## config.mk

```make
export PLATFORM = sky130hd
export DESIGN_NAME = bsg_fifo_1r1w_small_counted
export DESIGN_NICKNAME = d
export VERILOG_FILES = /design/src/rtl/bsg_fifo_small_pkg.sv /design/src/rtl/bsg_fifo_small_tracker.sv /design/src/rtl/bsg_fifo_1r1w_small_counted.sv
export SDC_FILE = /design/constraint.sdc
export NUM_CORES = 1
export LEC_CHECK = 0
export BUFFER_PORTS_ARGS = -buffer_cell sky130_fd_sc_hd__buf_2
export CAP_MARGIN = 0
export CORE_MARGIN = 2
export CORE_UTILIZATION = 48
export DETAILED_ROUTE_END_ITERATION = 12
export GPL_TIMING_DRIVEN = 0
export MAX_ROUTING_LAYER = met4
export PLACE_DENSITY = 0.75
export SYNTH_ARGS = -nofsm -noshare
export SYNTH_HDL_FRONTEND = slang
export SYNTH_HIERARCHICAL = 1
export SYNTH_SLANG_ARGS = --single-unit
```

## constraint.sdc

```tcl
create_clock -name clk_i -period 2.3 [get_ports clk_i]
set_input_delay 0.69 -clock clk_i [delete_from_list [all_inputs] [get_ports clk_i]]
set_output_delay 0.69 -clock clk_i [all_outputs]
set_load 0.005 [all_outputs]
```

## src/rtl/bsg_fifo_small_pkg.sv

```systemverilog
// Shared helpers for the small counted FIFO: pointer/count widths and the
// modulo-els pointer increment used for non-power-of-two depths.
package bsg_fifo_small_pkg;

   // Pointer width, never narrower than one bit.
   function automatic int bsg_fifo_small_ptr_w(input int els);
      int w;
      w = $clog2(els);
      return (w < 1) ? 1 : w;
   endfunction

   // Count width: must hold values 0..els inclusive.
   function automatic int bsg_fifo_small_cnt_w(input int els);
      return $clog2(els + 1);
   endfunction

   // Wraps at els-1 rather than at a power of two.
   function automatic int bsg_fifo_small_ptr_inc(input int ptr, input int els);
      return (ptr == els - 1) ? 0 : ptr + 1;
   endfunction

endpackage

```

## src/rtl/bsg_fifo_small_tracker.sv

```systemverilog
// Write/read pointer and occupancy tracker for bsg_fifo_1r1w_small_counted.
// Callers must never enqueue when full or dequeue when empty.
module bsg_fifo_small_tracker
   import bsg_fifo_small_pkg::*;
#(
   parameter  int els_p    = 2,
   localparam int ptr_w_lp = bsg_fifo_small_ptr_w(els_p),
   localparam int cnt_w_lp = bsg_fifo_small_cnt_w(els_p)
) (
   input  logic                clk_i,
   input  logic                reset_i,
   input  logic                enq_i,
   input  logic                deq_i,
   output logic [ptr_w_lp-1:0] wptr_o,
   output logic [ptr_w_lp-1:0] rptr_o,
   output logic [cnt_w_lp-1:0] count_o,
   output logic                full_o,
   output logic                empty_o
);

   logic [ptr_w_lp-1:0] wptr_q, wptr_d;
   logic [ptr_w_lp-1:0] rptr_q, rptr_d;
   logic [cnt_w_lp-1:0] count_q, count_d;

   always_comb begin
      wptr_d  = wptr_q;
      rptr_d  = rptr_q;
      count_d = count_q;
      if (enq_i) wptr_d = ptr_w_lp'(bsg_fifo_small_ptr_inc(int'(wptr_q), els_p));
      if (deq_i) rptr_d = ptr_w_lp'(bsg_fifo_small_ptr_inc(int'(rptr_q), els_p));
      // Simultaneous enq/deq leaves the count untouched.
      if (enq_i && !deq_i) count_d = count_q + cnt_w_lp'(1);
      else if (!enq_i && deq_i) count_d = count_q - cnt_w_lp'(1);
   end

   always_ff @(posedge clk_i or posedge reset_i) begin
      if (reset_i) begin
         wptr_q  <= '0;
         rptr_q  <= '0;
         count_q <= '0;
      end else begin
         wptr_q  <= wptr_d;
         rptr_q  <= rptr_d;
         count_q <= count_d;
      end
   end

   assign wptr_o  = wptr_q;
   assign rptr_o  = rptr_q;
   assign count_o = count_q;
   assign full_o  = (count_q == cnt_w_lp'(els_p));
   assign empty_o = (count_q == '0);

   a_no_overflow: assert property (@(posedge clk_i) disable iff (reset_i)
      !(enq_i && !deq_i && full_o))
      else $error("tracker overflow");

   a_no_underflow: assert property (@(posedge clk_i) disable iff (reset_i)
      !(deq_i && empty_o))
      else $error("tracker underflow");

endmodule

```

## src/rtl/bsg_fifo_1r1w_small_counted.sv

```systemverilog
// Small 1R1W FIFO, any depth >= 2, with occupancy count and almost-full flag.
// Optional zero-latency empty bypass when BSG_FIFO_SMALL_BYPASS_EN is defined.
module bsg_fifo_1r1w_small_counted
   import bsg_fifo_small_pkg::*;
#(
   parameter int width_p            = 8,
   parameter int els_p              = 2,
   parameter int afull_thresh_p     = els_p - 1,
   parameter int ready_THEN_valid_p = 0
) (
   input  logic                                     clk_i,
   input  logic                                     reset_i,
   input  logic                                     v_i,
   output logic                                     ready_o,
   input  logic [width_p-1:0]                       data_i,
   output logic                                     v_o,
   output logic [width_p-1:0]                       data_o,
   input  logic                                     yumi_i,
   output logic [bsg_fifo_small_cnt_w(els_p)-1:0]   count_o,
   output logic                                     almost_full_o
);

   localparam int ptr_w_lp = bsg_fifo_small_ptr_w(els_p);
   localparam int cnt_w_lp = bsg_fifo_small_cnt_w(els_p);

   logic [width_p-1:0]  mem_q [els_p];
   logic [ptr_w_lp-1:0] wptr, rptr;
   logic [cnt_w_lp-1:0] count;
   logic                full, empty;
   logic                enq, bypass_take;
   logic                trk_enq, trk_deq;

   // Reset gates ready so nothing is accepted while the FIFO is held in reset.
   assign ready_o = ~reset_i & ~full;

   always_comb begin
      enq = v_i & ready_o;
      if (ready_THEN_valid_p != 0) enq = v_i;
   end

`ifdef BSG_FIFO_SMALL_BYPASS_EN
   // An entry arriving at an empty FIFO and taken the same cycle is never stored.
   assign bypass_take = empty & enq & yumi_i;
   assign v_o         = ~empty | (v_i & ready_o);
   assign data_o      = empty ? data_i : mem_q[rptr];
`else
   assign bypass_take = 1'b0;
   assign v_o         = ~empty;
   assign data_o      = mem_q[rptr];
`endif

   assign trk_enq = enq & ~bypass_take;
   assign trk_deq = yumi_i & ~bypass_take;

   bsg_fifo_small_tracker #(
      .els_p (els_p)
   ) u_tracker (
      .clk_i   (clk_i),
      .reset_i (reset_i),
      .enq_i   (trk_enq),
      .deq_i   (trk_deq),
      .wptr_o  (wptr),
      .rptr_o  (rptr),
      .count_o (count),
      .full_o  (full),
      .empty_o (empty)
   );

   always_ff @(posedge clk_i) begin
      if (trk_enq) mem_q[wptr] <= data_i;
   end

   assign count_o       = count;
   assign almost_full_o = (count >= cnt_w_lp'(afull_thresh_p));

   a_els_legal: assert property (@(posedge clk_i) els_p >= 2)
      else $error("els_p must be >= 2");

   a_thresh_legal: assert property (@(posedge clk_i)
      (afull_thresh_p >= 1) && (afull_thresh_p <= els_p))
      else $error("afull_thresh_p out of range");

   a_no_overflow: assert property (@(posedge clk_i) disable iff (reset_i)
      !((ready_THEN_valid_p != 0) && v_i && !ready_o))
      else $error("v_i while ready_o=0");

   a_no_underflow: assert property (@(posedge clk_i) disable iff (reset_i)
      !(yumi_i && !v_o))
      else $error("yumi_i while v_o=0");

endmodule

```

==> results.yml, run 1 <==
route:
  via_per_inst: 4.91
  vias: 447
  drc: 0
  wl_met2_microns: 547
  highest_layer: "met4"
  wl_met3_microns: 89
  drt_wl_total_microns: 1130
  ant_nets: 0
  drt-met1-wl_microns: 461
  drt-initial-drc-count: 1
  wl_per_cell_microns: 12.4
  first_pass_iters: 3
synth:
  ys.flop_type: "edfxtp_1"
  synth_edf_count: 16
  async_reset_ff_frac: 0.200
  syn_avg_cell_area_sq_um: 18.1
  seq_area_frac_synth: 0.698
  synth_most_common_cell: "edfxtp_1"
  syn-num-nets: 59
  synthTopCellsByArea: "edfxtp_1 (58%), mux2_4 (14%), dfrtp_1 (12%)"
  yosysWarnings: 6
  synth_cell_types: 14
  syn_area_sq_um: 832
  synth_common_cells: "edfxtp_1 (16), mux2_4 (8), dfrtp_1 (4), xor2_1 (4)"
  synth_largest_area_cell: "edfxtp_1"
  syn_inst: 46
  synth_top_area_share: 0.577
  ys_ff_latch: 20
setup_path:
  crit_required_ns: 1.61
  rr_worst_depth: 2
  start_kind: "flop"
  critPathKind: "reg2out"
  r2r_setup_slack_ns: 0.37
  critPathArrivalTime_ns: 1.28
  r2r-start: "u_tracker/count_o[0]"
  critical_path.max_fanout: 8
  critPathCaptureType: "primary output"
  reg2reg_to: "mem_q[1][6]"
global_route:
  grt_pass1_wl_microns: 1790
  grt_pass1_vias: 431
  grt_max_degree: 12
  antenna_found_initial: 0
  grt-ovfl-total: 0
  grt_use_total: 0.137
clocking:
  post_cts.repair.setup_buffers: 0
  clockBufferDepth: 2
  ctsHoldBuffers: 0
  path_clk_slew_ns: 0.10
  cts_max_level: 1
  root_buffer: "clkbuf_4"
  cts_buffers: 3
  clkSinkCount: 20
  cts_tree: "yes"
  clk_latency_ns: 0.29
  ctsResizeCount: 0
worst_hold_path:
  hp-class: "in2async"
timing:
  clock.fmax_mhz: 507
  hold_ws_ns: 0.318
  maxSlewHeadroom: 0.356
  period_share: 0.857
  slew_violations: 0
  tightest_slew_ns: 0.952
  setup_violations: 0
  finClkSkew_ns: 0.000395
  hold_viol_final: 0
  rsz0062_at_grt: "no"
  finalCriticalPeriod_ns: 1.97
die:
  die_h_microns: 45.6
  pin_count: 25
  die_x_microns: 45.6
  row_count: 15
  initial_core_util: 0.498
  core_area_sq_mm: 0.00167
  dieArea_sq_mm: 0.00208
job:
  max_cap_viol_count: 0
layout:
  diodes: 0
  final_nets: 88
  syn_to_final_growth_pct: 21.7
  drive_above_1_share: 0.541
  n_fill_cell: 118
placed_design:
  place_hpwl_microns: 853
  io_buffers: 24
  place_congestion: 0.626
power_and_ir_drop:
  p_leak_nw: 0.438
  vdd_ir_drop_max_v: 0.000531
  p_total_mw: 1.06
  powerDensity_mw_per_mm2: 1050
run_status:
  status: "complete, no violations"
## how the worst max path moves through the flow
stage	depth (start not counted)	slack [ns]	startpoint	end
2_1_floorplan	1	0.22	reset_i	mem_q[0][0]
3_3_place_gp	2	-0.33	reset_i	mem_q[0][6]
5_1_grt	2	0.16	u_tracker/count_o[0]	mem_q[1][3]
3_5_place_dp	2	0.21	reset_i	mem_q[1][6]
4_1_cts	3	0.31	u_tracker/rptr_o	data_o[4]
6_report	3	0.33	u_tracker/rptr_o	data_o[4]
## area by class of cell
| type | instances | area (sq um) | share of cell area |
|---|---|---|---|
| multi-input cells | 22 | 241 | 0.239 |
| repair buffers | 24 | 120 | 0.119 |
| flip-flops and latches | 20 | 581 | 0.574 |
| clock inverters | 1 | 3.75 | 0.00371 |
| inverters | 3 | 11.3 | 0.0111 |
| plain buffers | 1 | 11.3 | 0.0111 |
| clock buffers | 3 | 22.5 | 0.0222 |
| well taps | 17 | 21.3 | 0.0210 |
## critical path, stage by stage (launching register included)
cell	delay [ns]
dfrtp_1	0.39
buf_6	0.17
mux2_4	0.30
buf_2	0.13
## flip-flops by register name, indices dropped and copies added (netlist names)
signal             count
u_tracker/rptr_o       1
u_tracker/wptr_o       1
mem_q                 16
u_tracker/count_o      2
## placed cells by master (no fill, tap or decap), drive strengths merged
cell	count
buf	25
xor2	4
nor4bb	1
ha	1
mux2	8
or2	1
xnor2	1
dfrtp	4
clkinv	1
clkbuf	3
nor2	3
nor3b	1
and2b	1
nor4b	1
edfxtp	16
inv	3
## per-stage QoR
| stage | setup WS, ns | instance area [sq um] | cells | TNS, ns | util |
|---|---|---|---|---|---|
| 2_1_floorplan | 0.223 | 832 | 46 | 0 | - |
| 3_3_place_gp | -0.332 | 973 | 87 | -4.38 | 0.583 |
| 3_5_place_dp | 0.208 | 986 | 87 | 0 | 0.590 |
| 4_1_cts | 0.308 | 1010 | 91 | 0 | 0.606 |
| 5_1_grt | 0.160 | 1010 | 91 | 0 | 0.606 |
| 6_report | 0.329 | 1010 | 91 | 0 | 0.606 |
## routing by layer
| layer | vias up | GRT usage |
|---|---|---|
| li1 | 221 | - |
| met1 | 201 | 0.142 |
| met2 | 21 | 0.206 |
| met3 | 4 | 0.0516 |
| met4 | 0 | 0.106 |
| met5 | - | - |
## report_power, final
part | total (mW) | internal [mW] | switching [mW]
sequential | 0.519 | 0.469 | 0.0505
clock | 0.159 | 0.0631 | 0.0960
combinational | 0.383 | 0.229 | 0.154
total | 1.06 | 0.761 | 0.300
## kinds of logic after synthesis
family                     after synthesis  share of synthesized area
DFF                                     20                      0.698
muxes                                    8                      0.144
and+or+nand+nor                          8                     0.0632
xor gates and xnor gates                 5                     0.0526
buffers and inverters                    4                     0.0271
adders and majority gates                1                     0.0150
Power figures use the tool's default switching activity.
==> run 2, diff against run 1 <==
- clock period: 2.3 -> 2 ns (I/O delays scaled with it)
==> run 2 against run 1 <==
Net effect:
- hold slack got worse by 0.077 ns
- clock skew rose by 0.0054 ns
- cell count did not move
- highest routed layer unchanged
==> results.yml, run 2 (synthesis results as in run 1) <==
die:
  core_area_sq_mm: 0.00167
  pin_count: 25
  dieArea_sq_mm: 0.00208
  die_x_microns: 45.6
  die_h_microns: 45.6
  initial_core_util: 0.498
  row_count: 15
setup_path:
  crit_required_ns: 1.40
  reg2reg_to: "u_tracker/count_o[1]"
  rr_worst_depth: 5
  r2r-start: "u_tracker/count_o[0]"
  critPathCaptureType: "primary output"
  critical_path.max_fanout: 8
  start_kind: "flop"
  r2r_setup_slack_ns: 0.24
  critPathKind: "reg2out"
  critPathArrivalTime_ns: 1.29
timing:
  hold_ws_ns: 0.241
  setup_violations: 0
  maxSlewHeadroom: 0.594
  finClkSkew_ns: 0.00582
  finalCriticalPeriod_ns: 1.89
  hold_viol_final: 0
  tightest_slew_ns: 0.608
  final.setup.worst_slack_ns: 0.108
  slew_violations: 0
  period_share: 0.946
  rsz0062_at_grt: "no"
  tns_ns: 0
  clock.fmax_mhz: 528
route:
  vias: 454
  wl_per_cell_microns: 13.5
  drt-initial-drc-count: 4
  ant_nets: 0
  drc: 0
  first_pass_iters: 4
  drt_wl_total_microns: 1230
  via_per_inst: 4.99
power_and_ir_drop:
  vdd_ir_drop_max_v: 0.000911
  powerDensity_mw_per_mm2: 1310
  p_total_mw: 1.39
  p_leak_nw: 0.461
clocking:
  path_clk_slew_ns: 0.11
  cts_max_level: 1
  clk_latency_ns: 0.29
  clkSinkCount: 20
  cts_tree: "yes"
  cts_buffers: 3
  ctsHoldBuffers: 0
  root_buffer: "clkbuf_4"
  clockBufferDepth: 2
global_route:
  grt_use_total: 0.143
  antenna_found_initial: 0
  grt_pass1_wl_microns: 1890
  grt-ovfl-total: 0
  grt_max_degree: 13
  grt_pass1_vias: 444
layout:
  n_fill_cell: 130
  final_nets: 88
  final_common_cell: "buf_2"
  largest_reg_flops: 16
  diodes: 0
  max_flop_register: "mem_q"
  syn_to_final_growth_pct: 26.9
  drive_above_1_share: 0.554
  layout_common_cells: "buf_2 (24), edfxtp_1 (16), mux2_4 (8)"
worst_hold_path:
  hp-class: "in2async"
placed_design:
  dpl_worst_slack_ns: -0.0661
  place_congestion: 0.621
  io_buffers: 24
run_status:
  status: "complete, no violations"
job:
  max_cap_viol_count: 0
[run 2: changes by cell type in the layout (fill, tap and decap cells not counted), sizes merged]
cell    previous run  this run
clkinv             1         0
bufinv             0         1
[run 2: what timing repair did]
action	CTS	global route
resized for setup	1	1
buffers inserted	0	0
setup endpoints to repair	8	8
pin swaps	0	0
[run 2: worst max path at each step]
| stage | start | to | slack, ns |
|---|---|---|---|
| after floorplan | u_tracker/count_o[0] | mem_q[1][0] | 0.003 |
| after global placement | reset_i | mem_q[1][0] | -0.44 |
| after detailed placement | reset_i | mem_q[1][0] | -0.07 |
| after CTS | u_tracker/count_o[0] | mem_q[0][7] | 0.02 |
| after global routing | u_tracker/rptr_o | data_o[1] | 0.03 |
| final | u_tracker/rptr_o | data_o[4] | 0.11 |
[run 2: critical path, stage by stage (launching register included)]
cell and delay (ns):
dfrtp_1 0.40, buf_6 0.17, mux2_4 0.30, buf_2 0.12
[run 2: metrics by stage]
stage | cells | utilization | area (sq um)
after floorplan | 46 | - | 838
after global placement | 87 | 0.587 | 980
after detailed placement | 87 | 0.590 | 986
after CTS | 91 | 0.627 | 1050
after global routing | 91 | 0.632 | 1060
final | 91 | 0.632 | 1060
[run 2: per-layer routing]
metal | global-route usage | up-vias | wire length (microns)
li1 | - | 221 | -
met1 | 0.150 | 213 | 484
met2 | 0.231 | 18 | 650
met3 | 0.0238 | 2 | 70
met4 | 0.124 | 0 | 19
met5 | - | - | 0
[run 2: area by class of cell]
type,instances,area (sq um),area share
tap,17,21.3,0.0201
clock buffer,3,22.5,0.0213
sequential,20,581,0.550
clock inverter,1,30.0,0.0284
timing repair buffer,24,120,0.114
buffer,1,11.3,0.0107
inverter,3,11.3,0.0107
multi-input combinational,22,259,0.245
[run 2: report_power, final]
part / switching (mW) / internal, mW
Sequential: 0.0639 / 0.539
Clock: 0.120 / 0.202
Combinational: 0.189 / 0.274
